File: config.mk
export PLATFORM = sky130hd
export DESIGN_NAME = ubcd_scan_controller
export DESIGN_NICKNAME = d
export VERILOG_FILES = /design/src/rtl/ubcd_pkg.sv /design/src/rtl/ubcd_zero_blank.sv /design/src/rtl/ubcd_scan_controller.sv
export SDC_FILE = /design/constraint.sdc
export NUM_CORES = 1
export LEC_CHECK = 0
export CORE_MARGIN = 5
export CORE_UTILIZATION = 47
export CTS_CLUSTER_DIAMETER = 200
export DETAILED_ROUTE_END_ITERATION = 16
export PLACE_DENSITY = 0.8
export SLEW_MARGIN = 25
export SYNTH_ARGS = -nofsm -noshare
export SYNTH_HDL_FRONTEND = slang
export SYNTH_SLANG_ARGS = --single-unit
export TNS_END_PERCENT = 20
File: constraint.sdc
create_clock -name clk -period 6.5 [get_ports clk]
set_clock_uncertainty 0.1 [all_clocks]
set_input_delay 1.95 -clock clk [delete_from_list [all_inputs] [get_ports clk]]
set_output_delay 1.95 -clock clk [all_outputs]
set_load 0.03 [all_outputs]
File: src/rtl/ubcd_pkg.sv
// ---------------------------------------------------------------------------
// Package: ubcd_pkg
// Purpose: Shared constants and types for the universal BCD decoder scan
//          controller: decoder code-set selectors, BCD digit width and the
//          scan state encoding.
// Contents:
//   VER_*         3-bit version codes understood by universal_bcd_decoder
//   BCD_W         width of one BCD digit
//   scan_state_t  IDLE / BLANK / ON scan states
// ---------------------------------------------------------------------------
package ubcd_pkg;

    localparam logic [2:0] VER_RCA         = 3'd0;
    localparam logic [2:0] VER_TI          = 3'd1;
    localparam logic [2:0] VER_NSC         = 3'd2;
    localparam logic [2:0] VER_TOSHIBA     = 3'd3;
    localparam logic [2:0] VER_LINES       = 3'd4;
    localparam logic [2:0] VER_ELEKTRONIKA = 3'd5;
    localparam logic [2:0] VER_CODEB       = 3'd6;
    localparam logic [2:0] VER_HEX         = 3'd7;

    localparam int BCD_W = 4;

    typedef enum logic [1:0] {
        IDLE  = 2'd0,
        BLANK = 2'd1,
        ON    = 2'd2
    } scan_state_t;

endpackage

File: src/rtl/ubcd_zero_blank.sv
// ---------------------------------------------------------------------------
// Module: ubcd_zero_blank
// Purpose: Combinational leading-zero suppression mask. Digit i is blanked
//          when suppression is enabled, i is not the least significant
//          digit, and every digit from the MSB down to i is zero.
// Ports:
//   digits  in   DIGITS x BCD_W  frame digits, index DIGITS-1 is the MSB
//   lz_en   in   1               1 = suppress leading zeros
//   blank   out  DIGITS          1 = this digit should be blanked
// ---------------------------------------------------------------------------
module ubcd_zero_blank
    import ubcd_pkg::*;
#(
    parameter int DIGITS = 4
) (
    input  logic [DIGITS-1:0][BCD_W-1:0] digits,
    input  logic                         lz_en,
    output logic [DIGITS-1:0]            blank
);

    logic zero_run;

    // Ripple from the MSB downwards; the chain breaks at the first nonzero
    // digit. Digit 0 is left out so an all-zero frame still shows "0".
    always_comb begin
        zero_run = 1'b1;
        blank    = '0;
        for (int i = DIGITS - 1; i >= 1; i--) begin
            zero_run = zero_run & (digits[i] == '0);
            blank[i] = lz_en & zero_run;
        end
    end

endmodule

File: src/rtl/ubcd_scan_controller.sv
// ---------------------------------------------------------------------------
// Module: ubcd_scan_controller
// Purpose: Time-multiplexed scan controller for a DIGITS-wide 7-segment
//          display sharing one universal_bcd_decoder. Double-buffers a BCD
//          frame (staging -> shadow at frame boundaries), scans digits with
//          a blanking guard before each lit slot, and drives the decoder's
//          value/version/RBI/BI/LT inputs plus one-hot digit enables.
// Configuration:
//   UBCD_SCAN_DIM_EN  adds dim[3:0]; the lit slot is split into 16 equal
//                     sub-phases and only sub-phases 0..dim are lit.
// Ports:
//   clk, rst     clock and synchronous active-high reset
//   en           scan enable, low forces IDLE
//   ld, din      load strobe and 4*DIGITS-bit BCD frame (digit i at 4i)
//   version      decoder code-set select, registered to dec_version
//   lz_en        leading-zero suppression enable
//   lt_n         lamp test (active-low), registered to dec_lt
//   dim          brightness, only with UBCD_SCAN_DIM_EN
//   dec_value    digit value to decoder {D,C,B,A}
//   dec_version  code set to decoder
//   dec_rbi      decoder RBI, 0 blanks this zero digit
//   dec_bi       decoder BI, 0 forces all segments off
//   dec_lt       decoder LT
//   dig_en       one-hot digit drive, zero while blanked
//   frame_tick   pulse on the last lit cycle of the last digit
// ---------------------------------------------------------------------------
module ubcd_scan_controller
    import ubcd_pkg::*;
#(
    parameter int DIGITS       = 4,
    parameter int PRESCALE     = 1000,
    parameter int BLANK_CYCLES = 2
) (
    input  logic                      clk,
    input  logic                      rst,
    input  logic                      en,
    input  logic                      ld,
    input  logic [BCD_W*DIGITS-1:0]   din,
    input  logic [2:0]                version,
    input  logic                      lz_en,
    input  logic                      lt_n,
`ifdef UBCD_SCAN_DIM_EN
    input  logic [3:0]                dim,
`endif
    output logic [BCD_W-1:0]          dec_value,
    output logic [2:0]                dec_version,
    output logic                      dec_rbi,
    output logic                      dec_bi,
    output logic                      dec_lt,
    output logic [DIGITS-1:0]         dig_en,
    output logic                      frame_tick
);

    localparam int SLOT_MAX = (PRESCALE > BLANK_CYCLES) ? PRESCALE : BLANK_CYCLES;
    localparam int CW       = $clog2(SLOT_MAX) + 1;
    localparam int IW       = $clog2(DIGITS);

    localparam logic [CW-1:0] PRE_LAST = CW'(PRESCALE - 1);
    localparam logic [CW-1:0] BLK_LAST = CW'(BLANK_CYCLES - 1);
    localparam logic [IW-1:0] IDX_LAST = IW'(DIGITS - 1);

    scan_state_t                  state, state_n;
    logic [CW-1:0]                cnt, cnt_n;
    logic [IW-1:0]                idx, idx_n;
    logic [DIGITS-1:0][BCD_W-1:0] staging, staging_n;
    logic [DIGITS-1:0][BCD_W-1:0] shadow, shadow_n;
    logic                         pending, pending_n;
    logic [DIGITS-1:0]            blank_mask;
    logic                         slot_lit;

    logic [BCD_W-1:0]             dec_value_n;
    logic                         dec_rbi_n;
    logic                         dec_bi_n;
    logic [DIGITS-1:0]            dig_en_n;
    logic                         frame_tick_n;

    // Suppression mask is taken from the shadow as it will be next cycle, so
    // the first slot of a freshly swapped frame already sees the new data.
    ubcd_zero_blank #(
        .DIGITS (DIGITS)
    ) u_zero_blank (
        .digits (shadow_n),
        .lz_en  (lz_en),
        .blank  (blank_mask)
    );

`ifdef UBCD_SCAN_DIM_EN
    localparam int SUB = PRESCALE / 16;

    // A slot cycle is lit while it falls inside sub-phases 0..dim, i.e.
    // before (dim+1) sub-phases worth of cycles have elapsed.
    assign slot_lit = (32'(cnt_n) < ((32'(dim) + 32'd1) * 32'(SUB)));
`else
    assign slot_lit = 1'b1;
`endif

    // Scan sequencing: BLANK guard then ON slot per digit; dropping en
    // returns to IDLE with the position cleared from any state.
    always_comb begin
        state_n = state;
        cnt_n   = cnt;
        idx_n   = idx;
        case (state)
            IDLE: begin
                if (en) begin
                    state_n = BLANK;
                    cnt_n   = '0;
                    idx_n   = '0;
                end
            end
            BLANK: begin
                if (cnt == BLK_LAST) begin
                    state_n = ON;
                    cnt_n   = '0;
                end else begin
                    cnt_n = cnt + 1'b1;
                end
            end
            ON: begin
                if (cnt == PRE_LAST) begin
                    state_n = BLANK;
                    cnt_n   = '0;
                    idx_n   = (idx == IDX_LAST) ? '0 : idx + 1'b1;
                end else begin
                    cnt_n = cnt + 1'b1;
                end
            end
            default: begin
                state_n = IDLE;
                cnt_n   = '0;
                idx_n   = '0;
            end
        endcase
        if (!en) begin
            state_n = IDLE;
            cnt_n   = '0;
            idx_n   = '0;
        end
    end

    // Double buffer: the shadow only swaps on the frame_tick cycle, and a
    // load arriving on that very cycle bypasses staging.
    always_comb begin
        staging_n = staging;
        shadow_n  = shadow;
        pending_n = pending;
        if (frame_tick) begin
            if (ld) begin
                shadow_n = din;
            end else if (pending) begin
                shadow_n = staging;
            end
            pending_n = 1'b0;
        end
        if (ld) begin
            staging_n = din;
            if (!frame_tick) begin
                pending_n = 1'b1;
            end
        end
    end

    // Output targets are derived from the next state so the registered
    // outputs line up with the registered state. Value and RBI latch on
    // BLANK entry and hold through the slot.
    always_comb begin
        dig_en_n     = '0;
        dec_bi_n     = 1'b0;
        frame_tick_n = 1'b0;
        dec_value_n  = dec_value;
        dec_rbi_n    = dec_rbi;
        if (state_n == ON && slot_lit) begin
            dig_en_n = DIGITS'(1) << idx_n;
            dec_bi_n = 1'b1;
        end
        if (state_n == ON && cnt_n == PRE_LAST && idx_n == IDX_LAST) begin
            frame_tick_n = 1'b1;
        end
        if (state_n == BLANK && state != BLANK) begin
            dec_value_n = shadow_n[idx_n];
            dec_rbi_n   = ~blank_mask[idx_n];
        end
    end

    // All state and outputs registered together with synchronous reset.
    always_ff @(posedge clk) begin
        if (rst) begin
            state       <= IDLE;
            cnt         <= '0;
            idx         <= '0;
            staging     <= '0;
            shadow      <= '0;
            pending     <= 1'b0;
            dec_value   <= '0;
            dec_version <= '0;
            dec_rbi     <= 1'b1;
            dec_bi      <= 1'b0;
            dec_lt      <= 1'b1;
            dig_en      <= '0;
            frame_tick  <= 1'b0;
        end else begin
            state       <= state_n;
            cnt         <= cnt_n;
            idx         <= idx_n;
            staging     <= staging_n;
            shadow      <= shadow_n;
            pending     <= pending_n;
            dec_value   <= dec_value_n;
            dec_version <= version;
            dec_rbi     <= dec_rbi_n;
            dec_bi      <= dec_bi_n;
            dec_lt      <= lt_n;
            dig_en      <= dig_en_n;
            frame_tick  <= frame_tick_n;
        end
    end

endmodule
# Word level (Yosys, flattened, before mapping)
# Cells that the tools add are included.
[totals] register_bits=63 latchBits=0 ramBits=0 rom_bits=0 inputBits=25 output_inout_bits=15 n_memories=0
[classes] add_sub_neg=2 mul=0 div=0 order_cmp=1 n_eq_ne=10 shifts=1 n_mux=24 bitwise_logic=7 reduce_logical=8
[ops] cell="16-bit 2-to-1 mux" count=3
[ops] cell="11-bit 2-to-1 mux" count=3
[ops] cell="11-bit by 10-bit equality test with 1-bit output (second input constant)" count=2
[ops] cell="11-bit one-hot mux with 2 select lines" count=1
[ops] cell="4-bit zero test" count=3
[ops] cell="2-bit 2-to-1 mux" count=6
[ops] cell="11-bit by 1-bit adder with 11-bit output (second input constant)" count=1
[ops] cell="11-bit by 1-bit equality test with 1-bit output (second input constant)" count=1
[ops] cell="4-bit binary-select mux with 2-bit select" count=1
[ops] cell="2-bit equality test (second input constant)" count=4
[ops] cell="1-bit 2-to-1 mux" count=6
[ops] cell="2-bit one-hot mux with 3 select lines" count=1
[ops] cell="1-bit AND" count=5
[ops] cell="2-bit by 1-bit equality test with 1-bit output (second input constant)" count=2
[ops] cell="4-bit 2-to-1 mux" count=1
[ops] cell="2-bit one-hot mux with 2 select lines" count=1
[ops] cell="1-bit by 2-bit left shift with 4-bit output (first input constant)" count=1
[ops] cell="1-bit logical AND" count=3
[ops] cell="2-bit by 3-bit less-than comparator with 1-bit output (second input constant)" count=1
[ops] cell="2-bit by 1-bit adder with 2-bit output (second input constant)" count=1
[ops] cell="1-bit binary-select mux with 2-bit select" count=1
[ops] cell="2-bit zero test" count=1
[ops] cell="2-bit by 1-bit inequality test with 1-bit output (second input constant)" count=1
[ops] cell="1-bit inverter" count=2
[ops] cell="2-bit OR reduction" count=1

# Longest topological paths before layout
# Gate-level depths: netlist of the first run.
[depth] ltp_word=10 ltp_mapped=11 mapped_depth_nobuf=10

# Hierarchy
# From an unflattened synthesis of the first run, not the netlist that was laid out.
[hier_totals] cells_unflattened=334 area_unflattened_um2=2974.1
[by_module_without_submodules] mod="ubcd_scan_controller" n_inst=1 cells_per_inst=326 area_each_um2=2916.5 seq_area_each_um2=1261.2
[by_module_without_submodules] mod="ubcd_zero_blank" n_inst=1 cells_per_inst=8 area_each_um2=57.6 seq_area_each_um2=0.0

# Least setup slack after synthesis of the first run
# Ideal clock, no wire load.
[synth_path] kind="input to register" startpoint="in ld" endpoint="reg dec_value[1]" setup_ps=60 t_arrival_ps=3388 required_ps=6340 slack_ps=2953 stages=9 path_cell_list="buf_2 > nand2_1 > clkbuf_1 > o22ai_1 > a21oi_1 > nor2_2 > a211o_1 > o21ai_2 > a22o_1"
[synth_between] elab_chain_cells=4
[synth_lines] element="start, declared" line_no="ubcd_scan_controller.sv:37" text="input logic ld,"
[synth_lines] element="16-bit 2-to-1 mux" line_no="ubcd_scan_controller.sv:148" text="if (ld) begin"
[synth_lines] element="16-bit 2-to-1 mux" line_no="ubcd_scan_controller.sv:147" text="if (frame_tick) begin"
[synth_lines] element="4-bit binary-select mux with 2-bit select" line_no="ubcd_scan_controller.sv:180" text="dec_value_n = shadow_n[idx_n];"
[synth_lines] element="4-bit 2-to-1 mux (implied by the code)" line_no="ubcd_scan_controller.sv:180"
[synth_lines] element="end signal, assigned" line_no="ubcd_scan_controller.sv:208" text="dec_value <= dec_value_n;"
[synth_lines] element="end, declared" line_no="ubcd_scan_controller.sv:45" text="output logic [BCD_W-1:0] dec_value,"
# Every way passes these cells. The select of a mux whose other input is x is not followed.
# A chain may end at the register's enable or synchronous reset.

# Final worst setup path of the first run
[layout_path] startpoint="in ld" endpoint="reg dec_rbi"
[layout_between] elab_chain_cells=9 elab_cells_between_ends=13
[layout_lines] element="16-bit 2-to-1 mux (*)" line_no="ubcd_scan_controller.sv:148"
[layout_lines] element="16-bit 2-to-1 mux (*)" line_no="ubcd_scan_controller.sv:147"
[layout_lines] element="4-bit zero test" line_no="ubcd_zero_blank.sv:29" text="zero_run = zero_run & (digits[i] == '0);"
[layout_lines] element="1-bit AND (2 in series)" line_no="ubcd_zero_blank.sv:29"
[layout_lines] element="1-bit AND" line_no="ubcd_zero_blank.sv:30" text="blank[i] = lz_en & zero_run;"
[layout_lines] element="1-bit binary-select mux with 2-bit select (*)" line_no="ubcd_scan_controller.sv:181" text="dec_rbi_n = ~blank_mask[idx_n];"
[layout_lines] element="1-bit 2-to-1 mux (implied by the code) (*)" line_no="ubcd_scan_controller.sv:181"
[layout_lines] element="1-bit inverter (*)" line_no="ubcd_scan_controller.sv:181"
[layout_lines] element="end signal, assigned" line_no="ubcd_scan_controller.sv:210" text="dec_rbi <= dec_rbi_n;"
[layout_lines] element="end, declared" line_no="ubcd_scan_controller.sv:47" text="output logic dec_rbi,"
# Mark *: on every way between the ends. The rest lies on a longest branch, timed or not. The select of a mux whose other input is x is not followed.

==> run_summary.xml, run 1 <==
<?xml version="1.0" encoding="UTF-8"?>
<metrics>
  <group name="logic_synthesis">
    <metric name="syn_area" unit="um^2">2875</metric>
    <metric name="netlist-cell-type-count" unit="">54</metric>
    <metric name="async_set_or_reset_register_ratio_after_synthesis" unit="">0</metric>
    <metric name="syn-instance-count" unit="">313</metric>
    <metric name="synth_top_area_cell" unit="">sky130_fd_sc_hd__dfxtp_1</metric>
    <metric name="synth_edf_count" unit="">0</metric>
    <metric name="dominantRegCellSynth" unit="">sky130_fd_sc_hd__dfxtp_1</metric>
    <metric name="synth_area_per_cell" unit="um^2">9.186</metric>
    <metric name="synth.top_cell.area_share" unit="">0.4386</metric>
    <metric name="synth.area.top_cells" unit="">sky130_fd_sc_hd__dfxtp_1, sky130_fd_sc_hd__nor2_1, sky130_fd_sc_hd__mux2i_1, sky130_fd_sc_hd__o22ai_1, sky130_fd_sc_hd__ha_1</metric>
    <metric name="register_bit_count_reported_by_yosys" unit="">63</metric>
    <metric name="synth.net_count" unit="">345</metric>
    <metric name="synth_sequential_area_ratio" unit="">0.4386</metric>
    <metric name="ys.warnings.count" unit="">0</metric>
  </group>
  <group name="sta">
    <metric name="setup_tns" unit="ns">0</metric>
    <metric name="slew_at_the_pin_with_the_worst_max_slew_slack" unit="ns">0.6851</metric>
    <metric name="final_hold_viol_count" unit="">0</metric>
    <metric name="final.period_utilization" unit="">0.6285</metric>
    <metric name="unrepaired_setup_endpoints_after_global_routing" unit="">no</metric>
    <metric name="relSlewSlack" unit="">0.5427</metric>
    <metric name="timing.final.crit_period" unit="ns">4.085</metric>
    <metric name="fmaxAchievable" unit="MHz">244.8</metric>
    <metric name="finalMaxSlewViolations" unit="">0</metric>
    <metric name="setup_viol" unit="">0</metric>
  </group>
  <group name="critical_path">
    <metric name="timing.critical_path.max_delay_family" unit="">compound AO/OA/AOI/OAI gates</metric>
    <metric name="crit_fanout" unit="">19</metric>
    <metric name="critical_path.max_stage_delay" unit="ns">0.46</metric>
    <metric name="critPathArrivalTime" unit="ns">4.18</metric>
    <metric name="worst_path_max_delay_cell" unit="">sky130_fd_sc_hd__clkdlybuf4s50_1</metric>
    <metric name="timing.critical_path.buf_inv" unit="">2</metric>
    <metric name="critical_path.startpoint_type" unit="">input port</metric>
    <metric name="cp_data_required_time" unit="ns">6.60</metric>
    <metric name="worst_setup_path_end_kind" unit="">flop</metric>
    <metric name="timing_worst_setup_path_type" unit="">input port to flop</metric>
    <metric name="cp_cell_sequence" unit="">clkdlybuf4s50_1, buf_4, nand2_1, o22ai_1, a21o_1, nand4_1, a21oi_1, o21bai_1, a41oi_2</metric>
  </group>
  <group name="grt">
    <metric name="first_global_vias" unit="">2402</metric>
    <metric name="global_route.overflow_total" unit="">0</metric>
    <metric name="grt_max_degree" unit="">42</metric>
    <metric name="grt_pass1_wl" unit="mm">11.22</metric>
    <metric name="antenna_found_initial" unit="">0</metric>
    <metric name="grtUsageTotal" unit="">0.1847</metric>
  </group>
  <group name="clock_tree">
    <metric name="post_cts.resized_instances" unit="">0</metric>
    <metric name="cts-root-to-sink-buffers" unit="">2</metric>
    <metric name="clk_pin_slew" unit="ns">0.06</metric>
    <metric name="cts_hold_repair.buffers" unit="">0</metric>
    <metric name="clk_latency" unit="ns">0.33</metric>
    <metric name="h-tree-depth" unit="">3</metric>
    <metric name="cts_buffers" unit="">9</metric>
    <metric name="postCtsSetupRepairBufs" unit="">0</metric>
    <metric name="cts.sink_count" unit="">63</metric>
    <metric name="tritoncts_clock_tree" unit="">yes</metric>
    <metric name="clock-root-buffer" unit="">sky130_fd_sc_hd__clkbuf_8</metric>
  </group>
  <group name="layout">
    <metric name="post-route-util" unit="">0.5934</metric>
    <metric name="finalNetCount" unit="">379</metric>
    <metric name="antenna_cells_inserted" unit="">0</metric>
    <metric name="final_layout_size_suffix_gt1_frac" unit="">0.08807</metric>
    <metric name="mostFrequentLayoutCell" unit="">sky130_fd_sc_hd__dfxtp_1</metric>
    <metric name="most_frequent_cells_in_the_layout" unit="">sky130_fd_sc_hd__dfxtp_1, sky130_fd_sc_hd__nor2_1, sky130_fd_sc_hd__clkdlybuf4s50_1</metric>
    <metric name="syn2layout_area_growth" unit="%">22.19</metric>
  </group>
  <group name="routing">
    <metric name="detail_route.first_pass.iterations" unit="">4</metric>
    <metric name="routed_wire_length_per_instance" unit="um">15.45</metric>
    <metric name="wirelength" unit="mm">6.596</metric>
    <metric name="drt_iter0_markers" unit="">163</metric>
    <metric name="drtAntennaViolNets" unit="">0</metric>
    <metric name="via_to_cell_ratio" unit="">5.698</metric>
    <metric name="route.vias.total" unit="">2433</metric>
    <metric name="drt_drc_violations_left" unit="">0</metric>
  </group>
  <group name="placed_design">
    <metric name="half_perimeter_wire_length_after_placement" unit="mm">4.577</metric>
    <metric name="gpl.final_weighted_congestion" unit="">0.8406</metric>
    <metric name="portBuffers" unit="">39</metric>
  </group>
  <group name="worst_hold_path">
    <metric name="min_path_type" unit="">flop to flop</metric>
  </group>
  <group name="floorplanning">
    <metric name="ioPinCount" unit="">40</metric>
    <metric name="total_die_area" unit="um^2">7782</metric>
    <metric name="initial_utilization" unit="">0.4856</metric>
    <metric name="horizontal_die_dimension" unit="um">88.22</metric>
    <metric name="row_cnt" unit="">28</metric>
    <metric name="dieHeight" unit="um">88.22</metric>
    <metric name="core_area" unit="um^2">5921</metric>
  </group>
  <group name="status">
    <metric name="run_status" unit="">complete, no violations</metric>
  </group>
  <group name="power">
    <metric name="vdd_ir_drop_max" unit="mV">0.1324</metric>
    <metric name="cellPowerDensity" unit="nW/um^2">238.6</metric>
    <metric name="cellLeakagePower" unit="nW">1.339</metric>
  </group>
  <group name="run">
    <metric name="maxCapViolations" unit="">0</metric>
  </group>
</metrics>
-- path summary, 6_finish.rpt --
check | startpoint | end | slack, ns | cells past startpoint
worst max-delay path | ld | dec_rbi | 2.41 | 9
worst min-delay path | dec_value[2] | dec_value[2] | 0.35 | 2
worst max register to register | cnt[0] | dec_value[3] | 3.87 | 8
worst min register to register | dec_value[2] | dec_value[2] | 0.35 | 2
-- flip-flops by register name (all words and copies together) (netlist names) --
| signal | flops |
|---|---|
| shadow | 16 |
| staging | 16 |
| cnt | 11 |
| dec_value | 4 |
| dig_en | 4 |
| dec_version | 3 |
| idx | 2 |
| state | 2 |
| dec_bi | 1 |
| dec_lt | 1 |
| dec_rbi | 1 |
| frame_tick | 1 |
| pending | 1 |
-- layer usage --
layer,share of wire,vias up,GRT usage
li1,-,1205,-
met1,0.45,1153,0.2377
met3,0.057,15,0.04469
met2,0.47,60,0.2903
met5,0,-,0
met4,0.021,0,0.09066
-- through the flow --
| step | power [mW] | instances | hold slack [ns] | worst slack [ns] | cell area [um^2] |
|---|---|---|---|---|---|
| 3_3_place_gp | 0.4665 | 411 | 0.3342 | 2.231 | 3289 |
| 6_report | 0.8382 | 427 | 0.3546 | 2.415 | 3513 |
| 4_1_cts | 0.8466 | 427 | 0.3536 | 2.461 | 3513 |
| 3_5_place_dp | 0.4680 | 411 | 0.3386 | 2.112 | 3289 |
| 2_1_floorplan | 0.4409 | 313 | 0.3527 | 2.953 | 2875 |
| 5_1_grt | 0.8700 | 427 | 0.3859 | 2.265 | 3513 |
-- cell type report --
cell class                      count  area [um^2]
Clock inverter                      3        65.06
Clock buffer                       13        158.9
Sequential cell                    63         1261
Timing Repair Buffer               42        412.9
Fill cell                         505         2407
Multi-Input combinational cell    223         1491
Inverter                            8        30.03
Tap cell                           75        93.84
-- power breakdown --
group / leakage [nW] / total, mW / switching (mW) / internal, mW
clock: 0.114 / 0.378 / 0.142 / 0.237
sequential: 0.512 / 0.401 / 0.00674 / 0.394
combinational: 0.713 / 0.0589 / 0.0281 / 0.0308
total: 1.34 / 0.838 / 0.177 / 0.662
-- Yosys cell counts (4+ instances only) --
master                     number
sky130_fd_sc_hd__and2_1         4
sky130_fd_sc_hd__o221ai_1       5
sky130_fd_sc_hd__o211ai_1       4
sky130_fd_sc_hd__a21o_1         7
sky130_fd_sc_hd__o22ai_1       27
sky130_fd_sc_hd__buf_1          6
sky130_fd_sc_hd__dfxtp_1       63
sky130_fd_sc_hd__nand3_1        8
sky130_fd_sc_hd__xnor2_1        4
sky130_fd_sc_hd__a21oi_1        8
sky130_fd_sc_hd__nand2_1       21
sky130_fd_sc_hd__ha_1           7
sky130_fd_sc_hd__xor2_1         5
sky130_fd_sc_hd__mux2i_1       18
sky130_fd_sc_hd__nor2_1        49
sky130_fd_sc_hd__nor3_1         8
sky130_fd_sc_hd__clkbuf_1       8
sky130_fd_sc_hd__inv_1          8
-- cell families (layout without fill, tap and decap cells) --
family	Yosys count	count (layout)	share of synthesized area
DFF	63	63	0.4386
adders and majority gates	7	7	0.03046
xor gates and xnor gates	9	9	0.02741
muxes	19	19	0.06788
buffers and inverters	27	66	0.04265
and+or+nand+nor	115	115	0.2019
AOI/OAI and AO/OA	73	73	0.1910
-- worst register-to-register path, cell delays in order, from the launching register on --
cell	delay, ns
sky130_fd_sc_hd__dfxtp_1	0.42
sky130_fd_sc_hd__ha_1	0.26
sky130_fd_sc_hd__nand3_1	0.21
sky130_fd_sc_hd__o31a_1	0.38
sky130_fd_sc_hd__a211oi_1	0.40
sky130_fd_sc_hd__buf_4	0.26
sky130_fd_sc_hd__o32ai_2	0.10
sky130_fd_sc_hd__a31o_1	0.20
sky130_fd_sc_hd__a22o_1	0.19
Power figures use the tool's default switching activity.
==> inputs of run 2 (changes only) <==
- PLACE_DENSITY: 0.8 -> 0.83
- clock period: 6.5 -> 3.4 ns (I/O delays scaled with it)
==> run 2 against run 1 <==
Global-route usage grew 0.10 points; setup slack got worse by 1.8 ns; largest cell class unchanged; die area unchanged; final cell count grew 0.70%; first-iteration DRC count rose by 79%; sequential power up 90%; non-clock buffer count rose by 3.
==> run_summary.xml, run 2 (same netlist as run 1, synthesis figures left out) <==
<?xml version="1.0" encoding="UTF-8"?>
<metrics>
  <group name="status">
    <metric name="run_status" unit="">complete, no violations</metric>
  </group>
  <group name="floorplanning">
    <metric name="row_cnt" unit="">28</metric>
    <metric name="initial_utilization" unit="">0.4856</metric>
    <metric name="horizontal_die_dimension" unit="um">88.22</metric>
    <metric name="ioPinCount" unit="">40</metric>
    <metric name="total_die_area" unit="um^2">7782</metric>
    <metric name="dieHeight" unit="um">88.22</metric>
    <metric name="core_area" unit="um^2">5921</metric>
  </group>
  <group name="clock_tree">
    <metric name="cts_hold_repair.buffers" unit="">0</metric>
    <metric name="cts_buffers" unit="">9</metric>
    <metric name="cts.sink_count" unit="">63</metric>
    <metric name="tritoncts_clock_tree" unit="">yes</metric>
    <metric name="clk_latency" unit="ns">0.34</metric>
    <metric name="post_cts.resized_instances" unit="">0</metric>
    <metric name="postCtsSetupRepairBufs" unit="">0</metric>
    <metric name="clock-root-buffer" unit="">sky130_fd_sc_hd__clkbuf_8</metric>
    <metric name="h-tree-depth" unit="">3</metric>
    <metric name="clk_pin_slew" unit="ns">0.07</metric>
    <metric name="cts-root-to-sink-buffers" unit="">2</metric>
  </group>
  <group name="layout">
    <metric name="final_layout_size_suffix_gt1_frac" unit="">0.1014</metric>
    <metric name="syn2layout_area_growth" unit="%">22.41</metric>
    <metric name="finalNetCount" unit="">382</metric>
    <metric name="reg_top3" unit="">shadow x16, staging x16, cnt x11</metric>
    <metric name="most_frequent_cells_in_the_layout" unit="">sky130_fd_sc_hd__dfxtp_1, sky130_fd_sc_hd__nor2_1, sky130_fd_sc_hd__clkdlybuf4s50_1</metric>
    <metric name="antenna_cells_inserted" unit="">0</metric>
    <metric name="mostFrequentLayoutCell" unit="">sky130_fd_sc_hd__dfxtp_1</metric>
    <metric name="summed_area_of_non_filler_cells_in_the_final_layout" unit="um^2">3520</metric>
  </group>
  <group name="sta">
    <metric name="fmaxAchievable" unit="MHz">352.8</metric>
    <metric name="timing.final.crit_period" unit="ns">2.834</metric>
    <metric name="relSlewSlack" unit="">0.6180</metric>
    <metric name="post-route-worst-setup-slack" unit="ns">0.5658</metric>
    <metric name="whs" unit="ns">0.3647</metric>
    <metric name="final.period_utilization" unit="">0.8336</metric>
    <metric name="finalMaxSlewViolations" unit="">0</metric>
    <metric name="setup_tns" unit="ns">0</metric>
    <metric name="setup_viol" unit="">0</metric>
    <metric name="final_hold_viol_count" unit="">0</metric>
    <metric name="unrepaired_setup_endpoints_after_global_routing" unit="">no</metric>
    <metric name="slew_at_the_pin_with_the_worst_max_slew_slack" unit="ns">0.5716</metric>
  </group>
  <group name="critical_path">
    <metric name="critical_path.startpoint_type" unit="">input port</metric>
    <metric name="timing_worst_setup_path_type" unit="">input port to flop</metric>
    <metric name="worst_setup_path_end_kind" unit="">flop</metric>
    <metric name="crit_fanout" unit="">16</metric>
    <metric name="critPathArrivalTime" unit="ns">2.94</metric>
    <metric name="cp_data_required_time" unit="ns">3.51</metric>
  </group>
  <group name="run">
    <metric name="maxCapViolations" unit="">0</metric>
  </group>
  <group name="routing">
    <metric name="via_to_cell_ratio" unit="">5.874</metric>
    <metric name="drt_iter0_markers" unit="">291</metric>
    <metric name="route.vias.total" unit="">2526</metric>
    <metric name="routed_wire_length_per_instance" unit="um">15.91</metric>
    <metric name="detail_route.first_pass.iterations" unit="">5</metric>
    <metric name="wirelength" unit="mm">6.841</metric>
    <metric name="drtAntennaViolNets" unit="">0</metric>
    <metric name="drt_drc_violations_left" unit="">0</metric>
  </group>
  <group name="power">
    <metric name="p_int" unit="mW">1.191</metric>
    <metric name="comb_power_share" unit="">0.077</metric>
    <metric name="vdd_ir_drop_max" unit="mV">0.2506</metric>
    <metric name="power.switching_fraction" unit="">0.2315</metric>
    <metric name="power.net_switching" unit="mW">0.3588</metric>
    <metric name="cellLeakagePower" unit="nW">1.346</metric>
    <metric name="p_clk_frac" unit="">0.431</metric>
    <metric name="cellPowerDensity" unit="nW/um^2">440.3</metric>
    <metric name="pwr-share-seq" unit="">0.492</metric>
  </group>
  <group name="grt">
    <metric name="grt_pass1_wl" unit="mm">11.32</metric>
    <metric name="grt_max_degree" unit="">38</metric>
    <metric name="global_route.overflow_total" unit="">0</metric>
    <metric name="antenna_found_initial" unit="">0</metric>
    <metric name="first_global_vias" unit="">2398</metric>
    <metric name="grtUsageTotal" unit="">0.1857</metric>
  </group>
  <group name="placed_design">
    <metric name="dpl_cell_area" unit="um^2">3312</metric>
    <metric name="place_worst_setup_slack" unit="ns">0.2189</metric>
    <metric name="portBuffers" unit="">39</metric>
    <metric name="half_perimeter_wire_length_after_placement" unit="mm">4.625</metric>
    <metric name="gpl.final_weighted_congestion" unit="">0.9457</metric>
  </group>
  <group name="worst_hold_path">
    <metric name="min_path_type" unit="">flop to flop</metric>
  </group>
</metrics>
==> run 2: stage by stage <==
stage / total power, mW / utilization / cells
floorplan: 0.8429 / - / 313
detailed placement: 0.8970 / 0.5594 / 414
CTS: 1.564 / 0.5945 / 430
global route: 1.612 / 0.5945 / 430
finish: 1.550 / 0.5945 / 430
global placement: 0.8946 / 0.5594 / 414
==> run 2: final timing paths <==
path / start / endpoint / slack, ns / cells after the start
min reg2reg: dec_value[0] / dec_value[0] / 0.36 / 2
max reg2reg: cnt[0] / dec_value[1] / 0.79 / 7
max: ld / dec_rbi / 0.57 / 8
min: dec_value[0] / dec_value[0] / 0.36 / 2
==> run 2: cell type report <==
class / instances / area, um^2
clock buffer: 11 / 151.4
clock inverter: 5 / 56.30
fill: 506 / 2401
inverter: 8 / 30.03
multi-input combinational: 223 / 1491
sequential: 63 / 1261
tap: 75 / 93.84
timing repair buffer: 45 / 435.4
==> run 2: metal layers <==
metal / vias to the layer above / part of all wire / GRT usage
li1: 1201 / - / -
met1: 1215 / 0.43 / 0.2424
met2: 102 / 0.47 / 0.2971
met3: 8 / 0.090 / 0.05214
met4: 0 / 0.0089 / 0.06181
met5: - / 0 / 0
==> run 2: critical path, stage by stage <==
cell and delay (ns):
sky130_fd_sc_hd__clkdlybuf4s50_1 0.52, sky130_fd_sc_hd__nand2_1 0.36, sky130_fd_sc_hd__o22ai_1 0.28, sky130_fd_sc_hd__a21o_1 0.15, sky130_fd_sc_hd__nand4_1 0.16, sky130_fd_sc_hd__a21oi_1 0.18
sky130_fd_sc_hd__o21bai_1 0.15, sky130_fd_sc_hd__a41oi_2 0.12
==> run 2: power by group through the flow <==
stage / logic, mW / clock network, mW / registers, mW
after floorplan: 0.0621 / 0 / 0.781
after global placement: 0.117 / 0 / 0.778
after detailed placement: 0.119 / 0 / 0.778
after CTS: 0.119 / 0.683 / 0.762
after global routing: 0.130 / 0.720 / 0.763
final: 0.120 / 0.668 / 0.762
==> inputs of run 3 (changes only) <==
- clock period: 3.4 -> 2.4 ns (I/O delays scaled with it)
==> run 3 against run 2 <==
Clock power is 83% higher; sequential share of layout area is 3.3 points lower; power is 61% higher; highest routed layer unchanged; routed wire length is 8.7% higher.
==> run_summary.xml, run 3 (same netlist as run 1, synthesis figures left out) <==
<?xml version="1.0" encoding="UTF-8"?>
<metrics>
  <group name="status">
    <metric name="run_status" unit="">complete, no violations</metric>
  </group>
  <group name="floorplanning">
    <metric name="ioPinCount" unit="">40</metric>
    <metric name="total_die_area" unit="um^2">7782</metric>
    <metric name="initial_utilization" unit="">0.4856</metric>
    <metric name="row_cnt" unit="">28</metric>
    <metric name="core_area" unit="um^2">5921</metric>
    <metric name="dieHeight" unit="um">88.22</metric>
    <metric name="horizontal_die_dimension" unit="um">88.22</metric>
  </group>
  <group name="routing">
    <metric name="route.vias.total" unit="">2630</metric>
    <metric name="wirelength" unit="mm">7.437</metric>
    <metric name="drt_iter0_markers" unit="">160</metric>
    <metric name="drtAntennaViolNets" unit="">0</metric>
    <metric name="routed_wire_length_per_instance" unit="um">16.06</metric>
    <metric name="via_to_cell_ratio" unit="">5.680</metric>
    <metric name="detail_route.first_pass.iterations" unit="">4</metric>
    <metric name="drt_drc_violations_left" unit="">0</metric>
  </group>
  <group name="power">
    <metric name="cellLeakagePower" unit="nW">1.544</metric>
    <metric name="power.net_switching" unit="mW">0.5286</metric>
    <metric name="totalPowerFinal" unit="mW">2.494</metric>
    <metric name="comb_power_share" unit="">0.076</metric>
    <metric name="p_clk_frac" unit="">0.491</metric>
    <metric name="pwr-share-seq" unit="">0.433</metric>
    <metric name="vdd_ir_drop_max" unit="mV">0.3511</metric>
    <metric name="power.switching_fraction" unit="">0.2120</metric>
    <metric name="cellPowerDensity" unit="nW/um^2">642.1</metric>
    <metric name="p_int" unit="mW">1.965</metric>
  </group>
  <group name="clock_tree">
    <metric name="cts_hold_repair.buffers" unit="">0</metric>
    <metric name="h-tree-depth" unit="">3</metric>
    <metric name="cts-root-to-sink-buffers" unit="">2</metric>
    <metric name="cts.sink_count" unit="">63</metric>
    <metric name="tritoncts_clock_tree" unit="">yes</metric>
    <metric name="clock-root-buffer" unit="">sky130_fd_sc_hd__clkbuf_8</metric>
    <metric name="cts_buffers" unit="">9</metric>
    <metric name="clk_pin_slew" unit="ns">0.07</metric>
    <metric name="clk_latency" unit="ns">0.34</metric>
  </group>
  <group name="critical_path">
    <metric name="r2r-end" unit="">dec_rbi</metric>
    <metric name="crit_fanout" unit="">5</metric>
    <metric name="critical_path.max_stage_delay" unit="ns">0.44</metric>
    <metric name="worst_path_max_delay_cell" unit="">sky130_fd_sc_hd__or3_4</metric>
    <metric name="reg2regPathDepth" unit="">8</metric>
    <metric name="r2r-start" unit="">cnt[4]</metric>
    <metric name="critPathArrivalTime" unit="ns">2.48</metric>
    <metric name="timing_worst_setup_path_type" unit="">flop to flop</metric>
    <metric name="cp_data_required_time" unit="ns">2.51</metric>
    <metric name="critical_path.startpoint_type" unit="">flop</metric>
    <metric name="cp_cell_sequence" unit="">or3_4, nor3_4, a211oi_2, or3_4, buf_4, nor4_4, buf_4, a41oi_2</metric>
    <metric name="worst-r2r-setup-slack" unit="ns">0.02</metric>
    <metric name="timing.critical_path.max_delay_family" unit="">simple AND/OR/NAND/NOR gates</metric>
    <metric name="worst_setup_path_end_kind" unit="">flop</metric>
    <metric name="timing.critical_path.buf_inv" unit="">2</metric>
  </group>
  <group name="placed_design">
    <metric name="gpl.final_weighted_congestion" unit="">0.8851</metric>
    <metric name="portBuffers" unit="">39</metric>
    <metric name="half_perimeter_wire_length_after_placement" unit="mm">5.194</metric>
  </group>
  <group name="sta">
    <metric name="relSlewSlack" unit="">0.6706</metric>
    <metric name="whs" unit="ns">0.3666</metric>
    <metric name="fmaxAchievable" unit="MHz">420.5</metric>
    <metric name="setup_viol" unit="">0</metric>
    <metric name="final.period_utilization" unit="">0.9908</metric>
    <metric name="timing.final.crit_period" unit="ns">2.378</metric>
    <metric name="final_hold_viol_count" unit="">0</metric>
    <metric name="slew_at_the_pin_with_the_worst_max_slew_slack" unit="ns">0.4896</metric>
    <metric name="unrepaired_setup_endpoints_after_global_routing" unit="">yes</metric>
    <metric name="finalMaxSlewViolations" unit="">0</metric>
  </group>
  <group name="layout">
    <metric name="seq_area" unit="um^2">1264</metric>
    <metric name="reg_top3" unit="">shadow x16, staging x16, cnt x11</metric>
    <metric name="fillers" unit="">468</metric>
    <metric name="most_frequent_cells_in_the_layout" unit="">sky130_fd_sc_hd__dfxtp_1, sky130_fd_sc_hd__nor2_1, sky130_fd_sc_hd__buf_4</metric>
    <metric name="mostFrequentLayoutCell" unit="">sky130_fd_sc_hd__dfxtp_1</metric>
    <metric name="syn2layout_area_growth" unit="%">35.07</metric>
    <metric name="post-route-util" unit="">0.6560</metric>
    <metric name="multiInputGateArea" unit="um^2">1545</metric>
    <metric name="antenna_cells_inserted" unit="">0</metric>
    <metric name="final_layout_size_suffix_gt1_frac" unit="">0.2062</metric>
    <metric name="finalNetCount" unit="">415</metric>
  </group>
  <group name="grt">
    <metric name="first_global_vias" unit="">2626</metric>
    <metric name="grtUsageTotal" unit="">0.1994</metric>
    <metric name="grt_max_degree" unit="">23</metric>
    <metric name="global_route.overflow_total" unit="">0</metric>
    <metric name="grt_pass1_wl" unit="mm">12.25</metric>
    <metric name="antenna_found_initial" unit="">0</metric>
  </group>
  <group name="worst_hold_path">
    <metric name="worst_hold_path.num_cells" unit="">2</metric>
    <metric name="worstHoldStart" unit="">dec_value[2]</metric>
    <metric name="min_path_type" unit="">flop to flop</metric>
    <metric name="holdPathEnd" unit="">dec_value[2]</metric>
  </group>
  <group name="run">
    <metric name="maxCapViolations" unit="">0</metric>
  </group>
</metrics>
==> run 3: repair_timing <==
item,in CTS,in global routing
setup endpoints to repair,1,17
buffers inserted,0,3
pin swaps,0,4
resized for setup,1,13
==> run 3: tightest hold or removal path, delay by kind of cell, from the launching register on <==
kind             cells  cell delay, ns
AND/OR/NAND/NOR      2            0.11
flip-flops           1            0.32
==> run 3: through the flow <==
| step | TNS [ns] | setup WS [ns] | instances | cell area (um^2) |
|---|---|---|---|---|
| 2_1_floorplan | 0 | 0.08251 | 313 | 2875 |
| 3_3_place_gp | -0.6314 | -0.1311 | 444 | 3537 |
| 3_5_place_dp | -0.7834 | -0.1908 | 444 | 3537 |
| 4_1_cts | 0 | 0.01658 | 460 | 3805 |
| 5_1_grt | -0.1111 | -0.05040 | 463 | 3884 |
| 6_report | 0 | 0.02215 | 463 | 3884 |
==> run 3: worst max-delay path by stage <==
stage,startpoint,to,slack [ns],cells after the start
after floorplan,ld,dec_value[1],0.08,9
after global placement,ld,dec_value[3],-0.13,7
after detailed placement,ld,dec_rbi,-0.19,9
after CTS,cnt[1],dec_value[1],0.02,7
after global routing,cnt[4],dec_rbi,-0.05,8
final,cnt[4],dec_rbi,0.02,8
==> run 3: layer usage <==
metal,vias to the layer above,part of all wire,GRT usage
met5,-,0,0
met4,0,0.014,0.07005
met3,11,0.069,0.05307
met2,84,0.50,0.3372
met1,1257,0.42,0.2452
li1,1278,-,-
==> run 3: cell type report <==
type | instances | share of cell area
timing repair buffer | 78 | 0.1756
sequential | 63 | 0.3254
clock inverter | 7 | 0.03737
multi-input combinational | 223 | 0.3979
clock buffer | 9 | 0.03189
inverter | 8 | 0.007732
tap | 75 | 0.02416
==> run 3: power groups by stage <==
stage	clock network, mW	registers [mW]	logic (mW)
final	1.22	1.08	0.190
after global routing	1.29	1.08	0.206
after CTS	1.24	1.08	0.186
after detailed placement	0	1.10	0.183
after global placement	0	1.10	0.178
after floorplan	0	1.11	0.0880
